### src/rtl/icache_refill_ctrl.sv
// Instruction-cache miss refill controller: burst-reads the missed line, writes it
// into the victim way, forwards the critical word early and commits the tag.
module icache_refill_ctrl #(
  parameter int TAG_WIDTH    = 20,
  parameter int OFFSET_WIDTH = 5,
  parameter int LINE_NUM     = 4
) (
  input  logic                    clk,
  input  logic                    reset,
  input  logic                    miss_req,
  input  logic [31:0]             miss_addr,
  input  logic [31:0]             victim_id,
  output logic                    busy,
  output logic                    refill_done,
  output logic                    mem_rd_req,
  output logic [31:0]             mem_rd_addr,
  output logic [7:0]              mem_rd_len,
  input  logic                    mem_rd_ack,
  input  logic                    mem_rd_valid,
  input  logic [31:0]             mem_rd_data,
  input  logic                    mem_rd_last,
  output logic                    mem_rd_ready,
  output logic                    line_we,
  output logic [31:0]             line_way,
  output logic [OFFSET_WIDTH-3:0] line_word_idx,
  output logic [31:0]             line_wdata,
  output logic                    tag_we,
  output logic [TAG_WIDTH-1:0]    tag_out,
  output logic                    crit_valid,
  output logic [31:0]             crit_data,
  output logic                    protocol_err
);

  localparam int CW    = OFFSET_WIDTH - 2;
  localparam int BEATS = 1 << CW;
  localparam logic [31:0] LINE_MASK = ~((32'd1 << OFFSET_WIDTH) - 32'd1);

  typedef enum logic [1:0] {IDLE, REQ, RECV, COMMIT} state_t;

  state_t          state, state_nxt;
  logic [31:0]     addr_q;
  logic [31:0]     way_q;
  logic [CW-1:0]   cnt;
  logic            perr_q;
  logic            beat;
  logic            last_beat;
  logic            crit_hit;

  assign beat      = (state == RECV) && mem_rd_valid;
  assign last_beat = (cnt == CW'(BEATS - 1));
  assign crit_hit  = (cnt == addr_q[OFFSET_WIDTH-1:2]);

  always_ff @(posedge clk or negedge reset) begin
    if (!reset) state <= IDLE;
    else        state <= state_nxt;
  end

  // The burst ends on the beat count alone; mem_rd_last only feeds the error flag.
  always_comb begin
    state_nxt = state;
    case (state)
      IDLE:    if (miss_req) state_nxt = REQ;
      REQ:     if (mem_rd_ack) state_nxt = RECV;
      RECV:    if (beat && last_beat) state_nxt = COMMIT;
      COMMIT:  state_nxt = IDLE;
      default: state_nxt = IDLE;
    endcase
  end

  always_ff @(posedge clk or negedge reset) begin
    if (!reset) begin
      addr_q <= '0;
      way_q  <= '0;
      cnt    <= '0;
      perr_q <= 1'b0;
    end else begin
      if (state == IDLE && miss_req) begin
        addr_q <= miss_addr;
        way_q  <= (victim_id < 32'(LINE_NUM)) ? victim_id : '0;
        cnt    <= '0;
      end
      if (beat) begin
        cnt <= cnt + CW'(1);
        if (mem_rd_last != last_beat) perr_q <= 1'b1;
      end
    end
  end

  // Outputs are gated by state so that an asynchronous reset zeroes them at once.
  always_comb begin
    busy          = (state != IDLE);
    protocol_err  = perr_q;
    refill_done   = 1'b0;
    mem_rd_req    = 1'b0;
    mem_rd_addr   = '0;
    mem_rd_len    = '0;
    mem_rd_ready  = 1'b0;
    line_we       = 1'b0;
    line_way      = '0;
    line_word_idx = '0;
    line_wdata    = '0;
    tag_we        = 1'b0;
    tag_out       = '0;
    crit_valid    = 1'b0;
    crit_data     = '0;
    case (state)
      REQ: begin
        mem_rd_req  = 1'b1;
        mem_rd_addr = addr_q & LINE_MASK;
        mem_rd_len  = 8'(BEATS - 1);
      end
      RECV: begin
        mem_rd_ready = 1'b1;
        if (mem_rd_valid) begin
          line_we       = 1'b1;
          line_way      = way_q;
          line_word_idx = cnt;
          line_wdata    = mem_rd_data;
          if (crit_hit) begin
            crit_valid = 1'b1;
            crit_data  = mem_rd_data;
          end
        end
      end
      COMMIT: begin
        tag_we      = 1'b1;
        tag_out     = addr_q[31 -: TAG_WIDTH];
        refill_done = 1'b1;
      end
      default: ;
    endcase
  end

endmodule
### config.mk
export PLATFORM = sky130hd
export DESIGN_NAME = icache_refill_ctrl
export DESIGN_NICKNAME = d
export VERILOG_FILES = /design/src/rtl/icache_refill_ctrl.sv
export SDC_FILE = /design/constraint.sdc
export NUM_CORES = 1
export LEC_CHECK = 0
export ABC_AREA = 1
export CORE_AREA = 8 8 115 127
export CTS_BUF_LIST = sky130_fd_sc_hd__clkbuf_8
export CTS_CLUSTER_DIAMETER = 200
export DETAILED_ROUTE_END_ITERATION = 12
export DIE_AREA = 0 0 123 135
export PLACE_DENSITY_LB_ADDON = 0.1
export SLEW_MARGIN = 25
export SYNTH_ARGS = -nofsm -noshare
export SYNTH_HDL_FRONTEND = slang
export SYNTH_SLANG_ARGS = --single-unit
### constraint.sdc
create_clock -name clk -period 2.25 [get_ports clk]
set_input_delay 0.45 -clock clk [delete_from_list [all_inputs] [get_ports clk]]
set_output_delay 0.45 -clock clk [all_outputs]
set_load 0.005 [all_outputs]
==> out/results.txt, run 1 <==
status -> finished clean
Nets -> 947
Starting Density -> 0.312
maxcap violations -> 0
Slew headroom -> 0.544
DIE AREA -> 16600 sq um
area of the multi-input gates -> 1530 sq um
FF+latch area -> 1700 sq um
Clock Path Buffers -> 2
worst min path class -> in2async
Max Transition Viols Final -> 0
CP endpoint kind -> output pin
Worst-path clk slew -> 0.09 ns
gr usage total -> 0.165
Via Count -> 4027
ANT cells -> 0
Final period util -> 0.964
sequential-to-total area share from yosys stat -> 0.437
CTS tree -> built
# clock sinks -> 68
DRC errors left -> 0
IO Pins -> 269
number of buffers created by CTS -> 9
count of cell types in the netlist -> 24
critical path type -> reg2out
detailed-route wire length per cell -> 14.1 um
Final Critical Period -> 2.17 ns
Die Height -> 135 um
Cell Area, Synth -> 3900 sq um
die width -> 123 um
clk_lat worst skew -> 0.33 ns
dpl hpwl -> 11200 um
total wire length -> 14100 um
share of post-route cells with drive strength above 1 -> 0.120
Max Clock Freq -> 0.461 GHz
Tot Pwr -> 5.51 mW
Post-Synthesis Cells -> 580
GPL Wtd Cong -> 0.767
Final Hold Vio Count -> 0
first-pass GRT wire length -> 21600 um
pwr/cell area -> 800 nW/um^2
grt ovf -> 0
highest-count cells in the layout ignoring fill and taps -> nand2_1 (158), inv_1 (137), nor2_1 (116)
via density per instance -> 4.02
final setup vio count -> 0
Yosys top cell by area -> dfrtp_1
Yosys reg bits -> 68
Synth top area share -> 0.437
initial DRC count -> 191
Port Buf Inserts -> 256
Area contributors post-synth -> dfrtp_1 (44%), nand2_1 (15%), inv_1 (13%), nor2_1 (11%), nor2_2 (4.8%)
Worst Setup Start Kind -> flip-flop
clock root cell -> clkbuf_8
synthesis-to-finish area growth -> 76.7%
Area after DPL -> 6630 sq um
most common cell after layout, fill and taps aside -> nand2_1
fill count -> 1266
Avg Cell Area, Syn -> 6.72 sq um
worst-case reg-to-reg path depth -> 8
FP Rows -> 43
Slew @ Worst Pin -> 0.685 ns
worst path required time -> 1.80 ns
Placed Cells -> 976
Synth Warn # -> 0
antenna viol nets, final -> 0
Max FO, Critical Path -> 33
post-layout instance area -> 6890 sq um
vias in the first global route -> 4072
largest net degree at the start of global routing -> 41
# hold bufs at CTS -> 0
fin cells -> 1001
antenna violations before repair -> 0
H-tree Lvls -> 3
Static Leakage -> 4.36 nW
Layout Skew -> 0.0140 ns
crit path DAT -> 1.72 ns
DRT Pass-1 Iters -> 4
CORE AREA -> 12500 sq um
VDD IR max -> 0.473 mV
unrepaired setup endpoints after global routing -> true
logic make-up (layout without fill, tap and decap cells):
logic type	Yosys count	in the layout	share of synthesized area
AOI/OAI and AO/OA	9	9	0.0122
xor gates and xnor gates	3	3	0.00674
adders and majority gates	6	6	0.0193
buffers and inverters	179	434	0.195
DFF	68	68	0.437
other	1	10	0.000962
and+or+nand+nor	314	314	0.329
final cells by class:
class | count | share of cell area
clock buffer | 9 | 0.0180
clock inverter | 7 | 0.0118
inverter | 141 | 0.0769
multi-input combinational | 342 | 0.222
sequential | 68 | 0.247
tap | 157 | 0.0285
timing repair buffer | 277 | 0.395
path summary, 6_finish.rpt:
| check | slack [ns] | endpoint | start |
|---|---|---|---|
| worst max register to register | 0.56 | addr_q[2] | state[1] |
| worst min register to register | 0.48 | way_q[0] | way_q[0] |
| min in group clk | 0.48 | way_q[0] | way_q[0] |
| worst max-delay path | 0.08 | crit_data[25] | cnt[1] |
| worst min-delay path | 0.14 | addr_q[14] | reset |
| max in group asynchronous | 1.43 | addr_q[5] | reset |
where the power goes:
part           internal (mW)  switching [mW]
logic                   1.38            1.33
registers               1.52           0.243
clock network          0.528           0.509
flip-flops by register name (all words and copies together), names as in the netlist:
name / cells
addr_q: 30
cnt: 3
protocol_err: 1
state: 2
way_q: 32
cells in the mapped netlist (all sizes together):
| cell | number |
|---|---|
| nand2 | 160 |
| nor2 | 147 |
| inv | 141 |
| dfrtp | 68 |
| buf | 29 |
| clkbuf | 9 |
| o21ai | 7 |
| ha | 6 |
| nand3 | 3 |
| and2 | 2 |
| xnor2 | 2 |
| a21oi | 1 |
| conb | 1 |
| nand4 | 1 |
| nor3 | 1 |
| o21bai | 1 |
| xor2 | 1 |
routing by layer:
metal,share of wire,GRT usage
met4,0.0062,0.0348
met2,0.51,0.293
met1,0.39,0.187
met3,0.094,0.0543
met5,0,0
worst max-delay path: stages (launching register included):
cell           delay, ns
dfrtp_1             0.43
xor2_2              0.20
nor2_4              0.12
nand4_4             0.09
buf_12              0.20
nor2_2              0.09
dlygate4sd2_1       0.24
what timing repair did:
action	CTS	global route
buffers inserted	6	2
gates resized for setup	151	96
pin swaps	1	0
endpoints found under the setup margin	155	74
gates cloned	1	0
stage by stage:
stage                util  setup TNS (ns)  hold slack [ns]  worst slack [ns]
global placement    0.531          -14.75            0.459            -0.210
global route        0.552         -0.0967            0.169           -0.0424
detailed placement  0.531          -17.21            0.465            -0.233
CTS                 0.547               0            0.158           0.00259
floorplan               -               0            0.154             0.489
finish              0.552               0            0.140            0.0804
No activity file was read; power rests on OpenSTA's default activity.
==> inputs of run 2 (changes only) <==
--- a/config.mk
+++ b/config.mk
@@ -12,7 +12,7 @@
 export DETAILED_ROUTE_END_ITERATION = 12
 export DIE_AREA = 0 0 123 135
 export PLACE_DENSITY_LB_ADDON = 0.1
-export SLEW_MARGIN = 25
+export SLEW_MARGIN = 20
 export SYNTH_ARGS = -nofsm -noshare
 export SYNTH_HDL_FRONTEND = slang
 export SYNTH_SLANG_ARGS = --single-unit
==> results of run 2 <==
Same layout as run 1: the final DEF is identical, and so are final timing and power.
==> inputs of run 3 (changes only) <==
--- a/config.mk
+++ b/config.mk
@@ -6,11 +6,13 @@
 export NUM_CORES = 1
 export LEC_CHECK = 0
 export ABC_AREA = 1
-export CORE_AREA = 8 8 115 127
+export CORE_AREA = 8 8 105 116
 export CTS_BUF_LIST = sky130_fd_sc_hd__clkbuf_8
 export CTS_CLUSTER_DIAMETER = 200
 export DETAILED_ROUTE_END_ITERATION = 12
-export DIE_AREA = 0 0 123 135
+export DIE_AREA = 0 0 113 124
+export GPL_ROUTABILITY_DRIVEN = 0
+export MAX_ROUTING_LAYER = met4
 export PLACE_DENSITY_LB_ADDON = 0.1
 export SLEW_MARGIN = 20
 export SYNTH_ARGS = -nofsm -noshare
==> run 3 against run 2 <==
  * Setup slack got worse by 0.016 ns
  * Sequential cell count did not move
  * Hold slack better by 0.34 ns
  * Count of clock-buffer cells in the layout did not move
==> out/results.txt, run 3 (synthesis gave the netlist of run 1 again) <==
Max Clock Freq -> 0.458 GHz (was 0.461 GHz)
Die Height -> 124 um (was 135 um)
sequential share of power -> 0.301 (was 0.320)
pwr/cell area -> 834 nW/um^2 (was 800 nW/um^2)
post-route setup slack -> 0.0642 ns (was 0.0804 ns)
clock root cell -> clkbuf_8 (unchanged)
Via Count -> 4245 (was 4027)
grt ovf -> 0 (unchanged)
Nets -> 967 (was 947)
critical path type -> reg2out (unchanged)
setup TNS -> 0 ns (unchanged)
post-layout instance area -> 7000 sq um (was 6890 sq um)
detailed-route wire length per cell -> 15.5 um (was 14.1 um)
Buf+Inv Stages, Crit Path -> 3 (was 2)
maxcap violations -> 0 (unchanged)
DRT Pass-1 Iters -> 6 (was 4)
area of the multi-input gates -> 1580 sq um (was 1530 sq um)
met2 Use GR -> 0.375 (was 0.293)
unrepaired setup endpoints after global routing -> true (unchanged)
Starting Density -> 0.380 (was 0.312)
synthesis-to-finish area growth -> 79.7% (was 76.7%)
Port Buf Inserts -> 256 (unchanged)
initial DRC count -> 268 (was 191)
die width -> 113 um (was 123 um)
Worst Setup Start Kind -> flip-flop (unchanged)
FF+latch area -> 1700 sq um (unchanged)
# clock sinks -> 68 (unchanged)
CP endpoint kind -> output pin (unchanged)
Tot Pwr -> 5.84 mW (was 5.51 mW)
max FFs per register -> 32 (unchanged)
CTS tree -> built (unchanged)
worst path required time -> 1.80 ns (about the same)
CP Cell Sequence -> inv_2 > ha_4 > nand2_8 > bufbuf_16 > nor2_1 > dlygate4sd2_1 (was xor2_2 > nor2_4 > nand4_4 > buf_12 > nor2_2 > dlygate4sd2_1)
largest net degree at the start of global routing -> 62 (was 41)
number of buffers created by CTS -> 9 (unchanged)
Layout Skew -> 0.00731 ns (was 0.0140 ns)
Max FO, Critical Path -> 13 (was 33)
antenna violations before repair -> 0 (unchanged)
status -> finished clean (unchanged)
via density per instance -> 4.30 (was 4.02)
routing usage on met1 -> 0.253 (was 0.187)
Worst-path clk slew -> 0.08 ns (was 0.09 ns)
most common cell after layout, fill and taps aside -> nand2_1 (unchanged)
DRC errors left -> 0 (unchanged)
worst-case reg-to-reg path depth -> 9 (was 8)
Area after DPL -> 6580 sq um (was 6630 sq um)
first-pass GRT wire length -> 23500 um (was 21600 um)
Static Leakage -> 4.41 nW (was 4.36 nW)
gr busiest metal -> met2 (unchanged)
NetSw -> 2.22 mW (was 2.09 mW)
IO Pins -> 269 (unchanged)
ANT cells -> 0 (unchanged)
vias in the first global route -> 4356 (was 4072)
DIE AREA -> 14000 sq um (was 16600 sq um)
FP Rows -> 39 (was 43)
WP depth -> 6 (unchanged)
Clock Path Buffers -> 2 (unchanged)
crit path DAT -> 1.74 ns (was 1.72 ns)
total wire length -> 15300 um (was 14100 um)
highest-count cells in the layout ignoring fill and taps -> nand2_1 (159), inv_1 (137), nor2_1 (115) (was nand2_1 (158), inv_1 (137), nor2_1 (116))
WHS Path Cells -> 2
crit path max-delay cell type -> dfrtp_1 (unchanged)
worst min path class -> reg2reg (was in2async)
fin util -> 0.683 (was 0.552)
Regs by FF count -> way_q x32, addr_q x30, cnt x3 (unchanged)
share of post-route cells with drive strength above 1 -> 0.172 (was 0.120)
clk_lat worst skew -> 0.34 ns (was 0.33 ns)
final setup vio count -> 0 (unchanged)
Final Hold Vio Count -> 0 (unchanged)
Clock Power Share -> 0.179 (was 0.188)
gr usage total -> 0.220 (was 0.165)
CP delay by family, top -> buffers and inverters (unchanged)
critical path's largest stage delay -> 0.41 ns (was 0.43 ns)
met3 Use GR -> 0.0630 (was 0.0543)
Switching Share -> 0.379 (about the same)
Final Critical Period -> 2.19 ns (was 2.17 ns)
dpl hpwl -> 11100 um (was 11200 um)
H-tree Lvls -> 3 (unchanged)
Final period util -> 0.971 (was 0.964)
fill count -> 932 (was 1266)
Max Transition Viols Final -> 0 (unchanged)
VDD IR max -> 0.472 mV (was 0.473 mV)
cell-internal power -> 3.63 mW (was 3.42 mW)
largest register by flop count -> way_q (unchanged)
CORE AREA -> 10200 sq um (was 12500 sq um)
antenna viol nets, final -> 0 (unchanged)
Place WS -> -0.220 ns (was -0.233 ns)
Gate power share -> 0.521 (was 0.491)
[run 3: worst reg2reg max path: stages (launching register included)]
cell,delay [ns]
dfrtp_1,0.41
buf_6,0.14
ha_4,0.18
bufbuf_16,0.27
buf_4,0.13
inv_1,0.04
nor2_1,0.03
nor3_1,0.31
o21ai_0,0.14
o21ai_0,0.11
[run 3: per-stage QoR]
| stage | hold WS, ns | cells |
|---|---|---|
| finish | 0.481 | 987 |
| global route | 0.504 | 987 |
| CTS | 0.485 | 981 |
| detailed placement | 0.313 | 942 |
| global placement | 0.307 | 942 |
| floorplan | 0.154 | 589 |
[run 3: final cells by class]
type	instances	area share
Clock inverter	7	0.0120
Timing Repair Buffer	297	0.405
Inverter	141	0.0756
Multi-Input combinational cell	342	0.225
Clock buffer	9	0.0177
Tap cell	123	0.0220
Sequential cell	68	0.243
[run 3: path summary, 6_finish.rpt]
| path | start | end | slack (ns) |
|---|---|---|---|
| max in group asynchronous | reset | state[1] | 1.16 |
| min in group asynchronous | reset | way_q[27] | 0.51 |
| hold reg to reg | addr_q[9] | addr_q[9] | 0.48 |
| setup / recovery | state[0] | line_wdata[7] | 0.06 |
| setup reg to reg | state[0] | state[0] | 0.40 |
| hold / removal | addr_q[9] | addr_q[9] | 0.48 |
[run 3: what timing repair did]
item | CTS | global route
setup buffers | 15 | 6
pin swaps | 4 | 4
hold buffers | 1 | 0
gates resized for setup | 267 | 74
cloned | 7 | 1
endpoints found under the setup margin | 133 | 78
hold endpoints to repair | 7 | 0
[run 3: per-layer routing]
layer | share of wire | wire (um)
met5 | 0 | 0
met4 | 0.011 | 172
met3 | 0.081 | 1240
met2 | 0.50 | 7610
met1 | 0.41 | 6250
[run 3: power groups by stage]
stage	clock network (mW)	logic (mW)	registers (mW)
floorplan	0	1.25	1.70
global placement	0	2.58	1.76
detailed placement	0	2.64	1.76
CTS	1.08	2.92	1.75
global route	1.13	3.34	1.81
finish	1.04	3.04	1.76
